## src/rtl/mdio_pkg.sv

```systemverilog
// mdio_pkg: clause-22 MDIO frame constants, command/status field positions and FSM states
package mdio_pkg;
    localparam logic [1:0] ST       = 2'b01;
    localparam logic [1:0] OP_READ  = 2'b10;
    localparam logic [1:0] OP_WRITE = 2'b01;
    localparam int CMD_NOPRE = 29;
    localparam int CMD_RD    = 28;
    localparam int CMD_PHY   = 23;
    localparam int CMD_REG   = 18;
    localparam int STAT_BUSY = 31;
    localparam int STAT_RDV  = 30;
    localparam int STAT_OVR  = 29;
    typedef enum logic [2:0] {S_IDLE, S_PRE, S_HDR, S_TA, S_DATA, S_END} state_t;
    // Read frames fill TA and DATA with ones; those bits are never driven.
    function automatic logic [63:0] build_frame(input logic rd, input logic [4:0] phy,
                                                input logic [4:0] regad, input logic [15:0] wdata);
        return {32'hFFFF_FFFF, ST, rd ? OP_READ : OP_WRITE, phy, regad,
                rd ? 2'b11 : 2'b10, rd ? 16'hFFFF : wdata};
    endfunction
endpackage

```

## src/rtl/mdio_tick.sv

```systemverilog
// mdio_tick: MDC divider, toggles every CLK_DIV cycles while running, with rise/fall strobes
module mdio_tick #(
    parameter int CLK_DIV = 25
) (
    input  logic clk,
    input  logic rstn,
    input  logic run_i,
    input  logic clr_i,
    input  logic hold_i,
    output logic mdc_o,
    output logic rise_o,
    output logic fall_o,
    output logic tc_o
);
    logic [7:0] cnt_q, cnt_d;
    logic       mdc_q, mdc_d, tog;
    assign tc_o   = run_i && cnt_q == 8'(CLK_DIV - 1);
    assign tog    = tc_o && !hold_i;
    assign rise_o = tog && !mdc_q;
    assign fall_o = tog && mdc_q;
    assign mdc_o  = mdc_q;
    always_comb begin
        cnt_d = clr_i ? 8'd0 : tc_o ? 8'd0 : run_i ? cnt_q + 8'd1 : cnt_q;
        mdc_d = clr_i ? 1'b0 : tog ? !mdc_q : mdc_q;
    end
    always_ff @(posedge clk or negedge rstn) begin
        if (!rstn) begin
            cnt_q <= '0;
            mdc_q <= 1'b0;
        end else begin
            cnt_q <= cnt_d;
            mdc_q <= mdc_d;
        end
    end
endmodule

```

## src/rtl/lb_mdio_master.sv

```systemverilog
// lb_mdio_master: local-bus slave running clause-22 MDIO frames to the PHY.
// Define MDIO_PREAMBLE_SUPPRESS_EN to honour command bit 29 (skip the 32-bit preamble).
module lb_mdio_master
    import mdio_pkg::*;
#(
    parameter int          CLK_DIV   = 25,
    parameter logic [23:0] BASE_ADDR = 24'h000040
) (
    input  logic        clk,
    input  logic        rstn,
    input  logic [23:0] addr,
    input  logic        control_strobe,
    input  logic        control_rd,
    input  logic [31:0] data_out,
    output logic [31:0] data_in,
    output logic        mdc,
    output logic        mdio_o,
    output logic        mdio_oe,
    input  logic        mdio_i,
    output logic        busy
);
    state_t      state_q, state_d;
    logic [5:0]  bit_q, bit_d;
    logic [63:0] frame_q, frame_d, full_w, frame_w;
    logic [31:0] cmd_q, cmd_d, din_q, din_d, cmd_w, stat;
    logic [15:0] rdd_q, rdd_d;
    logic        oe_q, oe_d, busy_q, busy_d, rdv_q, rdv_d, ovr_q, ovr_d;
    logic        wr_cmd, rd_cmd, rd_stat, start, nopre_w, rise, fall, tc;
    assign wr_cmd  = control_strobe && !control_rd && addr == BASE_ADDR;
    assign rd_cmd  = control_strobe && control_rd && addr == BASE_ADDR;
    assign rd_stat = control_strobe && control_rd && addr == BASE_ADDR + 24'd1;
    assign start   = wr_cmd && !busy_q;
`ifdef MDIO_PREAMBLE_SUPPRESS_EN
    assign cmd_w   = data_out;
    assign nopre_w = data_out[CMD_NOPRE];
`else
    assign cmd_w   = data_out & ~(32'd1 << CMD_NOPRE);
    assign nopre_w = 1'b0;
`endif
    assign full_w  = build_frame(cmd_w[CMD_RD], cmd_w[CMD_PHY +: 5], cmd_w[CMD_REG +: 5], cmd_w[15:0]);
    assign frame_w = nopre_w ? {full_w[31:0], 32'hFFFF_FFFF} : full_w;
    mdio_tick #(.CLK_DIV(CLK_DIV)) u_tick (
        .clk(clk), .rstn(rstn), .run_i(busy_q), .clr_i(start), .hold_i(state_q == S_END),
        .mdc_o(mdc), .rise_o(rise), .fall_o(fall), .tc_o(tc)
    );
    always_comb begin
        stat = {16'd0, rdd_q};
        stat[STAT_BUSY] = busy_q;
        stat[STAT_RDV]  = rdv_q;
        stat[STAT_OVR]  = ovr_q;
    end
    always_comb begin
        state_d = state_q;
        bit_d   = bit_q;
        frame_d = frame_q;
        cmd_d   = cmd_q;
        din_d   = din_q;
        rdd_d   = rdd_q;
        oe_d    = oe_q;
        busy_d  = busy_q;
        rdv_d   = rdv_q;
        ovr_d   = ovr_q;
        if (start) begin
            cmd_d   = cmd_w;
            frame_d = frame_w;
            oe_d    = 1'b1;
            busy_d  = 1'b1;
            bit_d   = nopre_w ? 6'd32 : 6'd0;
            state_d = nopre_w ? S_HDR : S_PRE;
        end
        if (wr_cmd && busy_q) ovr_d = 1'b1;
        // Bit index is frame-absolute, so a suppressed preamble simply starts at 32.
        if (fall) begin
            frame_d = {frame_q[62:0], 1'b1};
            bit_d   = bit_q + 6'd1;
            state_d = bit_q == 6'd31 ? S_HDR : bit_q == 6'd45 ? S_TA :
                      bit_q == 6'd47 ? S_DATA : bit_q == 6'd63 ? S_END : state_q;
            if (bit_q == 6'd45 && cmd_q[CMD_RD]) oe_d = 1'b0;
            if (bit_q == 6'd63) begin
                frame_d = '1;
                oe_d    = 1'b0;
            end
        end
        if (rise && state_q == S_DATA && cmd_q[CMD_RD]) rdd_d = {rdd_q[14:0], mdio_i};
        if (state_q == S_END && tc) state_d = S_IDLE;
        if (rd_stat) begin
            din_d = stat;
            rdv_d = 1'b0;
            ovr_d = 1'b0;
        end
        if (rd_cmd) din_d = cmd_q;
        // One trailing idle cycle with busy still high completes the frame.
        if (state_q == S_IDLE && busy_q) begin
            busy_d = 1'b0;
            if (cmd_q[CMD_RD]) rdv_d = 1'b1;
        end
    end
    always_ff @(posedge clk or negedge rstn) begin
        if (!rstn) begin
            state_q <= S_IDLE;
            bit_q   <= '0;
            frame_q <= '1;
            cmd_q   <= '0;
            din_q   <= '0;
            rdd_q   <= '0;
            oe_q    <= 1'b0;
            busy_q  <= 1'b0;
            rdv_q   <= 1'b0;
            ovr_q   <= 1'b0;
        end else begin
            state_q <= state_d;
            bit_q   <= bit_d;
            frame_q <= frame_d;
            cmd_q   <= cmd_d;
            din_q   <= din_d;
            rdd_q   <= rdd_d;
            oe_q    <= oe_d;
            busy_q  <= busy_d;
            rdv_q   <= rdv_d;
            ovr_q   <= ovr_d;
        end
    end
    assign data_in = din_q;
    assign mdio_o  = frame_q[63];
    assign mdio_oe = oe_q;
    assign busy    = busy_q;
endmodule
```

## config.mk

```make
export PLATFORM = sky130hd
export DESIGN_NAME = lb_mdio_master
export DESIGN_NICKNAME = d
export VERILOG_FILES = /design/src/rtl/mdio_pkg.sv /design/src/rtl/mdio_tick.sv /design/src/rtl/lb_mdio_master.sv
export SDC_FILE = /design/constraint.sdc
export NUM_CORES = 1
export LEC_CHECK = 0
export BUFFER_PORTS_ARGS = -buffer_cell sky130_fd_sc_hd__buf_2
export CAP_MARGIN = 20
export CORE_MARGIN = 1
export CORE_UTILIZATION = 45
export CTS_BUF_LIST = sky130_fd_sc_hd__clkbuf_8
export DETAILED_ROUTE_END_ITERATION = 12
export GPL_ROUTABILITY_DRIVEN = 0
export GPL_TIMING_DRIVEN = 0
export PLACE_DENSITY_LB_ADDON = 0.08
export SYNTH_ARGS = -nofsm -noshare
export SYNTH_HDL_FRONTEND = slang
export SYNTH_HIERARCHICAL = 1
export SYNTH_SLANG_ARGS = --single-unit
```

## constraint.sdc

```tcl
create_clock -name clk -period 2.6 [get_ports clk]
set_input_delay 0.13 -clock clk [delete_from_list [all_inputs] [get_ports clk]]
set_output_delay 0.13 -clock clk [all_outputs]
set_load 0.01 [all_outputs]
```

# == After elaboration in Yosys (flattened, before gate mapping) ==
# Cells that the tools add are included.
# Widths: inputs -> output; s select.
# totals
regBits,165
in_bits,61
wordCells,86
# classes
add_sub_neg,2
n_eq_ne,10
mux,33
reduce_logical,29
# ops
op,n
$mux 64,3
$mux 32,2
$eq 24x7->1 const B,2
$mux 8,3
$mux 3,7
$eq 6x6->1 const B,3
$logic_and 1x1->1,16
$mux 16,1
$mux 1,14
$mux 6,2
$reduce_bool 2->1,5
$add 8x1->8 const B,1
$eq 8x5->1 const B,1
$add 6x1->6 const B,1
$eq 3x3->1 const B,2
$eq 6x5->1 const B,1
$ne 6x1->1 const B,1
$reduce_bool 3->1,2
$logic_not 1->1,4
$logic_not 3->1,1
$mux 2,1
$reduce_and 2->1,1

# == Logic depth before layout (Yosys ltp) ==
# Gate-level depths: netlist (run 1).
# depth
ltp_word,8
mapped_depth,11

# == By module ==
# Netlist (run 1), hierarchy kept.
# by_module_without_submodules
module,n_inst,cells_each,area_per_inst_um2,seq_area_each_um2
lb_mdio_master,1,509,6950.4,3983.8
mdio_tick,1,52,523.0,225.2

# == Least setup slack after synthesis (run 1) ==
# No wires, ideal clock.
# synth_timing
path_type,register to register
from,reg u_tick.cnt_q[0]
to,reg rdd_q[10]
setup_ps,125
t_arrival_ps,2320
required_time_ps,2475
slack_ps,155
stages_incl_launch_ff,11
path_buffers,1
synth_period_minus_slack_ps,2445
path_cell_list,dfrtp_1 inv_1 ha_1 nor3b_2 nand3_2 or3_1 inv_1 nand2_1 nor4_4 buf_2 mux2_2
# synth_via
elab_chain_cells,6
# synth_rtl
element,line,text
"start, declared",mdio_tick.sv:15,"logic [7:0] cnt_q, cnt_d;"
"start signal, assigned",mdio_tick.sv:31,cnt_q <= cnt_d;
$eq 8x5->1,mdio_tick.sv:17,assign tc_o = run_i && cnt_q == 8'(CLK_DIV - 1);
$logic_and 1x1->1,mdio_tick.sv:17,
$logic_and 1x1->1,mdio_tick.sv:18,assign tog = tc_o && !hold_i;
$logic_and 1x1->1,mdio_tick.sv:19,assign rise_o = tog && !mdc_q;
net rise,lb_mdio_master.sv:28,"logic wr_cmd, rd_cmd, rd_stat, start, nopre_w, rise, fall, tc;"
$logic_and 1x1->1 (2 in a row),lb_mdio_master.sv:84,"if (rise && state_q == S_DATA && cmd_q[CMD_RD]) rdd_d = {rdd_q[14:0], mdio_i};"
"end signal, assigned",lb_mdio_master.sv:116,rdd_q <= rdd_d;
"end, declared",lb_mdio_master.sv:26,"logic [15:0] rdd_q, rdd_d;"
# The timed path passes the listed nets, and every way through them passes these cells.
# A chain may end at the register's enable or synchronous reset.

# == Final worst setup path (run 1) ==
# layout_timing
from,reg u_tick.cnt_q[0]
to,reg rdd_q[6]
# Same word-level chain as after synthesis.

==> out/qor.txt, run 1 <==
Net Sw Frac: 0.221
gr ovfl total: 0
Worst-Skew Late Latency: 0.45 ns
Num CTS Buffers: 17
H-tree depth: 4
Yosys top cell area share: 0.338
EDFF count, synth: 0
RSZ-0062 raised after global routing: false
Slew @ Worst Pin: 0.645 ns
critical path fanouts, max: 10
status: finished, final reports clean
Root Buffer: clkbuf_8
Worst Setup Path Type: reg2reg
first-pass GRT wire length: 25,700 µm
slew margin rel.: 0.570
f_max: 415 MHz
Top Ports: 97
final critical-path share of the clock period: 0.926
CORE AREA: 16,100 µm²
die area: 17,100 µm²
synthesized area per cell: 13.3 µm²
I/O Buffers: 95
met1 Track Usage GR: 0.263
wire per inst: 16.6 µm
CTS max path bufs: 2
fin. max-slew vios: 0
Combinational Power Share: 0.043
busiest grt layer: met2
die width: 131 µm
async set-reset flop share out of synthesis: 1.00
Hold Vio Cnt, Final: 0
Mapped Cells: 561
Post-DP HPWL: 10,800 µm
TritonCTS clock tree: done
share of layout cells above drive strength 1: 0.429
Synth Register Bits: 165
Setup Viol. Count Final: 0
fin cells: 946
clock sink total: 165
ANT cells: 0
Post-synth top cells: dfrtp_1 (101), dfstp_2 (64), mux2_2 (40), inv_1 (38), o22a_1 (35)
Synth area leader: dfrtp_1
DRT iter0 DRCs: 197
Rows: 46
GRT met2 Usage: 0.319
worst endpoint data arrival time: 2.74 ns
register area share after synthesis: 0.563
PD cells: 516 nW/µm²
Syn Std Cell Area: 7470 µm²
Layout fillers: 1,334
Seq pwr share: 0.547
nets@finish: 782
Max VDD drop: 0.338 mV
Pint: 3.66 mW
Min Hold Slack: 0.213 ns
Synth Flop Type: dfrtp_1
vias: 4,952
Switch Pwr: 1.04 mW
area delta synth->final: 21.7%
clk slew on worst S/H paths: 0.08 ns
drt total wl: 15,700 µm
number of global-route vias before repair: 5,127
met3 Resource Use GR: 0.0464
crit end category: flop
worst hold path type: in2reg
initial core utilization: 0.465
largest net degree at the start of global routing: 87
Final ANT Viol Nets: 0
minimum clock period: 2.41 ns
max cap viols: 0
drt pass-1 iters: 4
most common cell in the netlist: dfrtp_1
clock skew: 0.0145 ns
post-synthesis cell type count: 59
worst endpoint required time: 2.93 ns
LEAKAGE: 4.33 nW
die height: 131 µm
initial antenna violation count: 0
vias per cell: 5.23
clock power share: 0.410
largest cells by area after synthesis: dfrtp_1 (34%), dfstp_2 (23%), mux2_2 (6.0%)
Syn Nets: 626
warnings from Yosys: 6
R2R Setup Slk: 0.19 ns
placed cell count: 873
critical path launch point type: flop
drt drc: 0
Total Routing Usage GR: 0.198
power by group through the flow:
stage / clock, mW / sequential (mW) / combinational (mW)
after floorplan: 0 / 2.62 / 0.0367
after global placement: 0 / 2.62 / 0.156
after detailed placement: 0 / 2.62 / 0.167
after CTS: 1.99 / 2.57 / 0.206
after global routing: 2.11 / 2.57 / 0.225
final: 1.93 / 2.57 / 0.202
cells in the final DEF, fill, tap and decap left out, drive strengths merged, types with 3 or more instances in the layout:
| cell type | n |
|---|---|
| clkinv | 6 |
| nand4 | 5 |
| nor4 | 7 |
| a22o | 4 |
| bufinv | 3 |
| xor2 | 3 |
| a21oi | 11 |
| o21ai | 11 |
| nand3 | 10 |
| o22a | 35 |
| and3 | 3 |
| ha | 4 |
| nor4b | 3 |
| dfstp | 64 |
| nor2 | 9 |
| a31oi | 4 |
| inv | 42 |
| mux2i | 30 |
| clkbuf | 31 |
| o22ai | 28 |
| nor3 | 6 |
| dfrtp | 101 |
| nand2 | 12 |
| buf | 127 |
| mux2 | 97 |
| dlygate4sd3 | 34 |
| nor2b | 13 |
stage by stage:
stage | cell area, µm² | setup TNS (ns) | utilization | total power [mW] | worst slack, ns
after floorplan | 7470 | 0 | - | 2.65 | 0.155
after global placement | 8220 | -114.02 | 0.512 | 2.77 | -1.05
after detailed placement | 8260 | -5.11 | 0.514 | 2.78 | -0.316
after CTS | 9050 | 0 | 0.564 | 4.76 | 0.0141
after global routing | 9100 | 0 | 0.567 | 4.91 | 0.0123
final | 9100 | 0 | 0.567 | 4.70 | 0.192
critical path, stage by stage (launching register included):
cell and delay, ns:
dfrtp_1 0.40, inv_2 0.06, ha_1 0.14, nor3b_4 0.22, nand3_2 0.13, or3_1 0.40
inv_1 0.07, nand2_1 0.08, nor4_4 0.13, buf_4 0.19, buf_12 0.14, mux2_2 0.33
metal layers:
metal,vias to the layer above,part of all wire
li1,2341,-
met1,2500,0.47
met2,103,0.48
met3,8,0.039
met4,0,0.0058
met5,-,0
cell type report:
cell class,count,area [µm²],area share
plain buffers,35,231,0.0254
clock buffers,19,262,0.0287
clock inverters,13,151,0.0166
inverters,38,143,0.0157
multi-input cells,322,2920,0.320
flip-flops and latches,165,4210,0.463
well taps,216,270,0.0297
repair buffers,138,917,0.101
worst paths after layout:
kind | startpoint | endpoint | cells after the start
min in group asynchronous | rstn | u_tick/cnt_q[7] | 2
worst max-delay path | u_tick/cnt_q[0] | rdd_q[6] | 11
worst min-delay path | addr[4] | state_q[1] | 5
worst min register to register | frame_q[14] | frame_q[14] | 2
worst max register to register | u_tick/cnt_q[0] | rdd_q[6] | 11
max in group asynchronous | rstn | frame_q[10] | 3
registers in the layout (all words and copies together) (netlist names):
name,count
busy,1
state_q,3
rdv_q,1
bit_q,6
mdio_oe,1
u_tick/mdc_o,1
rdd_q,16
ovr_q,1
u_tick/cnt_q,8
cmd_q,31
frame_q,64
data_in,32
kinds of logic (layout without fill, tap and decap cells):
| family | after synthesis | after routing | synth area share |
|---|---|---|---|
| DFF | 165 | 165 | 0.563 |
| muxes | 127 | 127 | 0.201 |
| AOI/OAI and AO/OA | 106 | 106 | 0.103 |
| and+or+nand+nor | 81 | 81 | 0.0733 |
| buffers and inverters | 74 | 243 | 0.0482 |
| adders and majority gates | 4 | 4 | 0.00670 |
| xor gates and xnor gates | 4 | 4 | 0.00469 |
repair_timing:
item	in CTS	in global routing
cloned	0	0
setup buffers	4	4
hold buffers	34	0
endpoints found under the hold margin	77	0
endpoints found under the setup margin	24	66
pin swaps	1	4
resized for setup	4	7
Power figures use the tool's default switching activity.
==> run 2, diff against run 1 <==
--- a/config.mk
+++ b/config.mk
@@ -5,6 +5,7 @@
 export SDC_FILE = /design/constraint.sdc
 export NUM_CORES = 1
 export LEC_CHECK = 0
+export ABC_AREA = 1
 export BUFFER_PORTS_ARGS = -buffer_cell sky130_fd_sc_hd__buf_2
 export CAP_MARGIN = 20
 export CORE_MARGIN = 1
@@ -13,6 +14,7 @@
 export DETAILED_ROUTE_END_ITERATION = 12
 export GPL_ROUTABILITY_DRIVEN = 0
 export GPL_TIMING_DRIVEN = 0
+export MAX_ROUTING_LAYER = met4
 export PLACE_DENSITY_LB_ADDON = 0.08
 export SYNTH_ARGS = -nofsm -noshare
 export SYNTH_HDL_FRONTEND = slang
==> run 2 against run 1 <==
Compared with the run above: global-route usage increased by 2.3 points; cell count grew 29%; combinational power is 4% lower; critical endpoint is now frame_q[44]; largest power group unchanged; highest routed layer unchanged.
==> out/qor.txt, run 2 <==
status: finished, final reports clean (unchanged)
Yosys top cell area share: 0.343 (was 0.338)
most frequent cells in the layout: nand2_1 (205), dfrtp_1 (101), buf_2 (100), nand3_1 (84), inv_1 (81) (was buf_2 (105), dfrtp_1 (101), dfstp_2 (64), mux2_2 (40), inv_1 (37))
Min Hold Slack: 0.0947 ns (was 0.213 ns)
Pint: 3.60 mW (was 3.66 mW)
nets@finish: 1,053 (was 782)
Hold Vio Cnt, Final: 0 (unchanged)
clock power share: 0.403 (was 0.410)
Top Ports: 97 (unchanged)
die area: 16,900 µm² (was 17,100 µm²)
Layout fillers: 1,525 (was 1,334)
clk slew on worst S/H paths: 0.08 ns (about the same)
drt total wl: 16,800 µm (was 15,700 µm)
hold_sp: control_rd (was addr[4])
Final ANT Viol Nets: 0 (unchanged)
Total Routing Usage GR: 0.221 (was 0.198)
fin. max-slew vios: 0 (unchanged)
worst path bufs/invs: 5 (was 4)
critical path fanouts, max: 10 (unchanged)
wire per inst: 13.8 µm (was 16.6 µm)
final core utilization: 0.558 (was 0.567)
minimum clock period: 2.26 ns (was 2.41 ns)
die height: 130 µm (was 131 µm)
register area share after synthesis: 0.570 (was 0.563)
drt drc: 0 (unchanged)
PD cells: 522 nW/µm² (was 516 nW/µm²)
initial antenna violation count: 0 (unchanged)
number of global-route vias before repair: 5,677 (was 5,127)
most common cell in the netlist: nand2_1 (was dfrtp_1)
EDFF count, synth: 0 (unchanged)
post-synthesis compound-gate area fraction: 0.127 (was 0.103)
worst hold path type: in2reg (unchanged)
worst endpoint required time: 2.96 ns (was 2.93 ns)
slew margin rel.: 0.606 (was 0.570)
Slew @ Worst Pin: 0.591 ns (was 0.645 ns)
Critical-path top delay cell: dfrtp_1 (unchanged)
most frequent CP cell: inv_1
share of layout cells above drive strength 1: 0.244 (was 0.429)
max reg flops: 64 (unchanged)
Combinational Power Share: 0.042 (was 0.043)
TritonCTS clock tree: done (unchanged)
Post-Synth Adder-Cell Area: 0.00678 (was 0.00670)
area delta synth->final: 20.6% (was 21.7%)
synthesized area per cell: 8.77 µm² (was 13.3 µm²)
RSZ-0062 raised after global routing: false (unchanged)
Synth Flop Type: dfrtp_1 (unchanged)
crit-path leading delay family: buffers and inverters (was simple AND/OR/NAND/NOR gates)
clock sink total: 165 (unchanged)
Post-synth top cells: nand2_1 (205), dfrtp_1 (101), nand3_1 (84), inv_1 (78), nor2_1 (78) (was dfrtp_1 (101), dfstp_2 (64), mux2_2 (40), inv_1 (38), o22a_1 (35))
f_max: 442 MHz (was 415 MHz)
DRT iter0 DRCs: 313 (was 197)
Synth Area in Simple Gates: 0.222 (was 0.0733)
largest cells by area after synthesis: dfrtp_1 (34%), dfstp_2 (23%), nand2_1 (10%) (was dfrtp_1 (34%), dfstp_2 (23%), mux2_2 (6.0%))
LEAKAGE: 4.36 nW (was 4.33 nW)
warnings from Yosys: 6 (unchanged)
initial core utilization: 0.463 (was 0.465)
die width: 130 µm (was 131 µm)
H-tree depth: 4 (unchanged)
sequential cell area: 4210 µm² (unchanged)
Worst-Skew Late Latency: 0.45 ns (about the same)
clock skew: 0.0152 ns (was 0.0145 ns)
gr ovfl total: 0 (unchanged)
CP Launch Point: u_tick/cnt_q[0] (unchanged)
Root Buffer: clkbuf_8 (unchanged)
Biggest register: frame_q (unchanged)
post-synthesis cell type count: 33 (was 59)
Setup Viol. Count Final: 0 (unchanged)
Synth Register Bits: 165 (unchanged)
Syn Std Cell Area: 7380 µm² (was 7470 µm²)
XOR/XNOR Fraction of Synth Area: 0.00237 (was 0.00469)
setup TNS: 0 ns (unchanged)
Tot Pwr: 4.64 mW (was 4.70 mW)
origin of the critical flop-to-flop path: u_tick/cnt_q[0] (unchanged)
Seq pwr share: 0.555 (was 0.547)
Worst Setup Path Type: reg2reg (unchanged)
placed cell count: 1,153 (was 873)
crit end category: flop (unchanged)
Mapped Cells: 841 (was 561)
critical path launch point type: flop (unchanged)
mux contribution to synthesized area: 0 (was 0.201)
cell chain of the critical path: inv_1 > ha_1 > nand2_1 > inv_1 > nand2_1 > nor2_4 > nand3_2 > inv_1 > nand2_2 > inv_2 > clkbuf_1 > a21oi_1 (was inv_2 > ha_1 > nor3b_4 > nand3_2 > or3_1 > inv_1 > nand2_1 > nor4_4 > buf_4 > buf_12 > mux2_2)
Synth area leader: dfrtp_1 (unchanged)
fin cells: 1,218 (was 946)
Max VDD drop: 0.444 mV (was 0.338 mV)
async set-reset flop share out of synthesis: 1.00 (unchanged)
crit-path max cell delay: 0.41 ns (was 0.40 ns)
drt pass-1 iters: 4 (unchanged)
CTS max path bufs: 2 (unchanged)
Syn Nets: 906 (was 626)
Rows: 46 (unchanged)
largest net degree at the start of global routing: 119 (was 87)
worst endpoint data arrival time: 2.63 ns (was 2.74 ns)
vias: 5,940 (was 4,952)
Switch Pwr: 1.05 mW (was 1.04 mW)
area occupied by multi-input gates: 2640 µm² (was 2920 µm²)
max cap viols: 0 (unchanged)
commonest non-fill, non-tap cell in the layout: nand2_1 (was buf_2)
I/O Buffers: 95 (unchanged)
final critical-path share of the clock period: 0.871 (was 0.926)
Post-CTS Setup Bufs: 0 (was 4)
Post-DP HPWL: 11,800 µm (was 10,800 µm)
vias per cell: 4.88 (was 5.23)
largest family of logic cells by synthesized area: simple AND/OR/NAND/NOR gates (was multiplexers)
CORE AREA: 15,900 µm² (was 16,100 µm²)
Num CTS Buffers: 17 (unchanged)
Net Sw Frac: 0.225 (was 0.221)
first-pass GRT wire length: 27,800 µm (was 25,700 µm)
==> run 2: cell count changes in the layout (fill, tap and decap cells not counted), sizes merged, moves of 35 or more <==
cell,change
inv,+45
nor2,+78
o21ai,+71
nand2,+197
mux2,-97
nand3,+76
o22a,-35
==> run 2: final timing paths <==
check	endpoint	slack [ns]	cells past startpoint
worst max-delay path	frame_q[44]	0.34	12
worst min-delay path	ovr_q	0.09	4
worst max register to register	frame_q[44]	0.34	12
worst min register to register	frame_q[18]	0.46	2
max in group asynchronous	cmd_q[8]	1.56	3
min in group asynchronous	u_tick/cnt_q[5]	0.17	2
==> run 2: metrics by stage <==
stage               area [µm²]  setup WS [ns]
floorplan                 7380          0.649
global placement          8120          -1.20
detailed placement        8160          0.158
CTS                       8890          0.141
global route              8890         0.0215
finish                    8890          0.335
==> run 2: metal layers <==
metal | part of all wire | wire length [µm] | track usage | vias up
met5 | 0 | 0 | - | -
met4 | 0.011 | 191 | 0.0657 | 0
met3 | 0.042 | 708 | 0.0447 | 14
met2 | 0.47 | 7960 | 0.347 | 126
met1 | 0.47 | 7970 | 0.290 | 2790
li1 | - | - | - | 3010
==> run 2: worst min-delay path, stage by stage <==
cell and delay [ns]:
buf_2 0.09, nor2_1 0.10, nand3_1 0.11, a21oi_1 0.06
==> run 2: layout make-up <==
| cell class | count | area share |
|---|---|---|
| Antenna cell | 1 | 0.000281 |
| Clock buffer | 17 | 0.0263 |
| Inverter | 84 | 0.0354 |
| Clock inverter | 15 | 0.0186 |
| Multi-Input combinational cell | 551 | 0.296 |
| Buffer | 40 | 0.0246 |
| Timing Repair Buffer | 129 | 0.0948 |
| Tap cell | 216 | 0.0304 |
| Sequential cell | 165 | 0.473 |
==> run 2: cell families after synthesis <==
kind of cell | Yosys count
xor gates and xnor gates | 2
buffers and inverters | 125
DFF | 165
and+or+nand+nor | 387
AOI/OAI and AO/OA | 158
adders and majority gates | 4
==> run 2: repair_timing <==
action | 4_1_cts | 5_1_grt
gates resized for setup | 0 | 7
hold buffers | 33 | 0
setup endpoints to repair | 0 | 23
endpoints found under the hold margin | 85 | 0
==> run 2: power groups by stage <==
stage               sequential [mW]  combinational [mW]  clock [mW]
finish                         2.58               0.194        1.87
global placement               2.62               0.154           0
detailed placement             2.62               0.161           0
CTS                            2.58               0.199        1.93
floorplan                      2.62              0.0385           0
global route                   2.58               0.219        2.02
==> run 3, diff against run 2 <==
==> constraint.sdc (replaced) <==
create_clock -name clk -period 2.3 [get_ports clk]
set_input_delay 0.115 -clock clk [delete_from_list [all_inputs] [get_ports clk]]
set_output_delay 0.115 -clock clk [all_outputs]
set_load 0.01 [all_outputs]
==> run 3 against run 2 <==
Compared with the run above: combinational power is 13% higher; total power is 13% higher; critical endpoint is now bit_q[5]; clock power increased by 13%; design area increased by 0.21%; clock-buffer cell count stayed put; critical path type unchanged; core utilization rose by 0.12 points.
==> out/qor.txt, run 3 (synthesized netlist as in run 2, its figures left out) <==
Layout fillers: 1,524 (was 1,525)
Worst-Skew Late Latency: 0.45 ns (about the same)
vias per cell: 4.89 (was 4.88)
max reg flops: 64 (unchanged)
H-tree depth: 4 (unchanged)
clock skew: 0.0143 ns (was 0.0152 ns)
initial core utilization: 0.463 (unchanged)
Total Routing Usage GR: 0.221 (about the same)
minimum clock period: 2.07 ns (was 2.26 ns)
most frequent cells in the layout: nand2_1 (205), dfrtp_1 (101), buf_2 (100), nand3_1 (84), inv_1 (79) (was nand2_1 (205), dfrtp_1 (101), buf_2 (100), nand3_1 (84), inv_1 (81))
fin area: 8910 µm² (was 8890 µm²)
TritonCTS clock tree: done (unchanged)
reg-to-reg endpoint: bit_q[5] (was frame_q[44])
Biggest register: frame_q (unchanged)
initial antenna violation count: 0 (unchanged)
FF-to-FF path depth: 15 (was 12)
Switch Pwr: 1.19 mW (was 1.05 mW)
final critical-path share of the clock period: 0.901 (was 0.871)
CORE AREA: 15,900 µm² (unchanged)
Worst Setup Path Type: reg2reg (unchanged)
Post-DP HPWL: 11,800 µm (unchanged)
Final ANT Viol Nets: 0 (unchanged)
max cap viols: 0 (unchanged)
Seq pwr share: 0.554 (was 0.555)
nets@finish: 1,054 (was 1,053)
LEAKAGE: 4.38 nW (was 4.36 nW)
number of global-route vias before repair: 5,661 (was 5,677)
Setup Viol. Count Final: 0 (unchanged)
die area: 16,900 µm² (unchanged)
DRT iter0 DRCs: 309 (was 313)
area delta synth->final: 20.8% (was 20.6%)
origin of the critical flop-to-flop path: u_tick/cnt_q[0] (unchanged)
Rows: 46 (unchanged)
drt drc: 0 (unchanged)
slew margin rel.: 0.607 (was 0.606)
area occupied by multi-input gates: 2640 µm² (about the same)
die width: 130 µm (unchanged)
R2R Setup Slk: 0.23 ns (was 0.34 ns)
Combinational Power Share: 0.042 (about the same)
I/O Buffers: 95 (unchanged)
Worst Hold End: ovr_q (unchanged)
drt pass-1 iters: 4 (unchanged)
PD cells: 590 nW/µm² (was 522 nW/µm²)
clk slew on worst S/H paths: 0.08 ns (about the same)
commonest non-fill, non-tap cell in the layout: nand2_1 (unchanged)
Tot Pwr: 5.26 mW (was 4.64 mW)
fin. max-slew vios: 0 (unchanged)
CTS max path bufs: 2 (unchanged)
worst endpoint data arrival time: 2.41 ns (was 2.63 ns)
largest net degree at the start of global routing: 119 (unchanged)
clock sink total: 165 (unchanged)
gr ovfl total: 0 (unchanged)
f_max: 482 MHz (was 442 MHz)
wire per inst: 13.9 µm (was 13.8 µm)
first-pass GRT wire length: 27,800 µm (about the same)
Hold Vio Cnt, Final: 0 (unchanged)
drt total wl: 16,900 µm (was 16,800 µm)
critical path launch point type: flop (unchanged)
crit end category: flop (unchanged)
Num CTS Buffers: 17 (unchanged)
worst hold path type: in2reg (unchanged)
Worst Hold Depth: 4 (unchanged)
worst endpoint required time: 2.64 ns (was 2.96 ns)
vias: 5,963 (was 5,940)
Top Ports: 97 (unchanged)
sequential cell area: 4210 µm² (unchanged)
clock power share: 0.404 (was 0.403)
RSZ-0062 raised after global routing: true (was false)
Net Sw Frac: 0.226 (was 0.225)
Root Buffer: clkbuf_8 (unchanged)
Slew @ Worst Pin: 0.590 ns (was 0.591 ns)
Max VDD drop: 0.502 mV (was 0.444 mV)
Pint: 4.07 mW (was 3.60 mW)
die height: 130 µm (unchanged)
critical path fanouts, max: 10 (unchanged)
share of layout cells above drive strength 1: 0.251 (was 0.244)
hold_sp: control_rd (unchanged)
status: finished, final reports clean (unchanged)
Placement Cell Area: 8160 µm² (unchanged)
[run 3: worst max path at each step]
stage                               start           to  depth (start not counted)
final                     u_tick/cnt_q[0]     bit_q[5]                         15
after CTS                 u_tick/cnt_q[0]  frame_q[25]                         14
after detailed placement  u_tick/cnt_q[0]  frame_q[28]                         14
after floorplan           u_tick/cnt_q[0]  frame_q[28]                         14
after global placement               rstn  data_in[24]                          1
after global routing      u_tick/cnt_q[0]  frame_q[42]                         14
[run 3: through the flow]
stage	util	setup TNS, ns	instances	hold WS, ns	setup WS, ns
floorplan	-	0	841	-0.181	0.349
global placement	0.510	-180.04	1152	0.316	-1.49
detailed placement	0.512	-1.14	1153	0.0347	-0.142
CTS	0.558	0	1217	0.0585	0.0297
global route	0.559	-0.0273	1218	0.105	-0.0107
finish	0.559	0	1219	0.0823	0.227
[run 3: per-layer routing]
layer / GRT usage / share of wire
met4: 0.0657 / 0.015
met2: 0.345 / 0.47
met1: 0.291 / 0.48
met3: 0.0447 / 0.037
met5: - / 0
[run 3: critical path, cell delays in order, from the launching register on]
cell and delay (ns):
dfrtp_1 0.41, inv_1 0.10, ha_1 0.16, nand2_1 0.08, inv_1 0.06, nand2_1 0.08
nor2_4 0.14, nand3_2 0.09, inv_2 0.12, inv_1 0.15, nand2_2 0.13, buf_6 0.15
buf_6 0.15, nand2_1 0.05, nand2_1 0.06, inv_1 0.04
[run 3: layout make-up]
cell class              instances  share of cell area
plain buffers                  40              0.0255
multi-input cells             551               0.296
repair buffers                130              0.0955
clock inverters                15              0.0185
diodes                          1            0.000281
clock buffers                  17              0.0262
flip-flops and latches        165               0.472
inverters                      84              0.0354
well taps                     216              0.0303
[run 3: what timing repair did]
action / in CTS / in global routing
setup buffers: 0 / 1
gates resized for setup: 2 / 16
endpoints found under the setup margin: 23 / 67
hold buffers: 33 / 0
endpoints found under the hold margin: 92 / 0
pin swaps: 0 / 2
[run 3: power groups by stage]
stage / Clock (mW) / Sequential [mW] / Combinational, mW
6_report: 2.12 / 2.91 / 0.220
5_1_grt: 2.29 / 2.91 / 0.247
4_1_cts: 2.18 / 2.91 / 0.225
3_5_place_dp: 0 / 2.96 / 0.182
3_3_place_gp: 0 / 2.96 / 0.174
2_1_floorplan: 0 / 2.96 / 0.0435
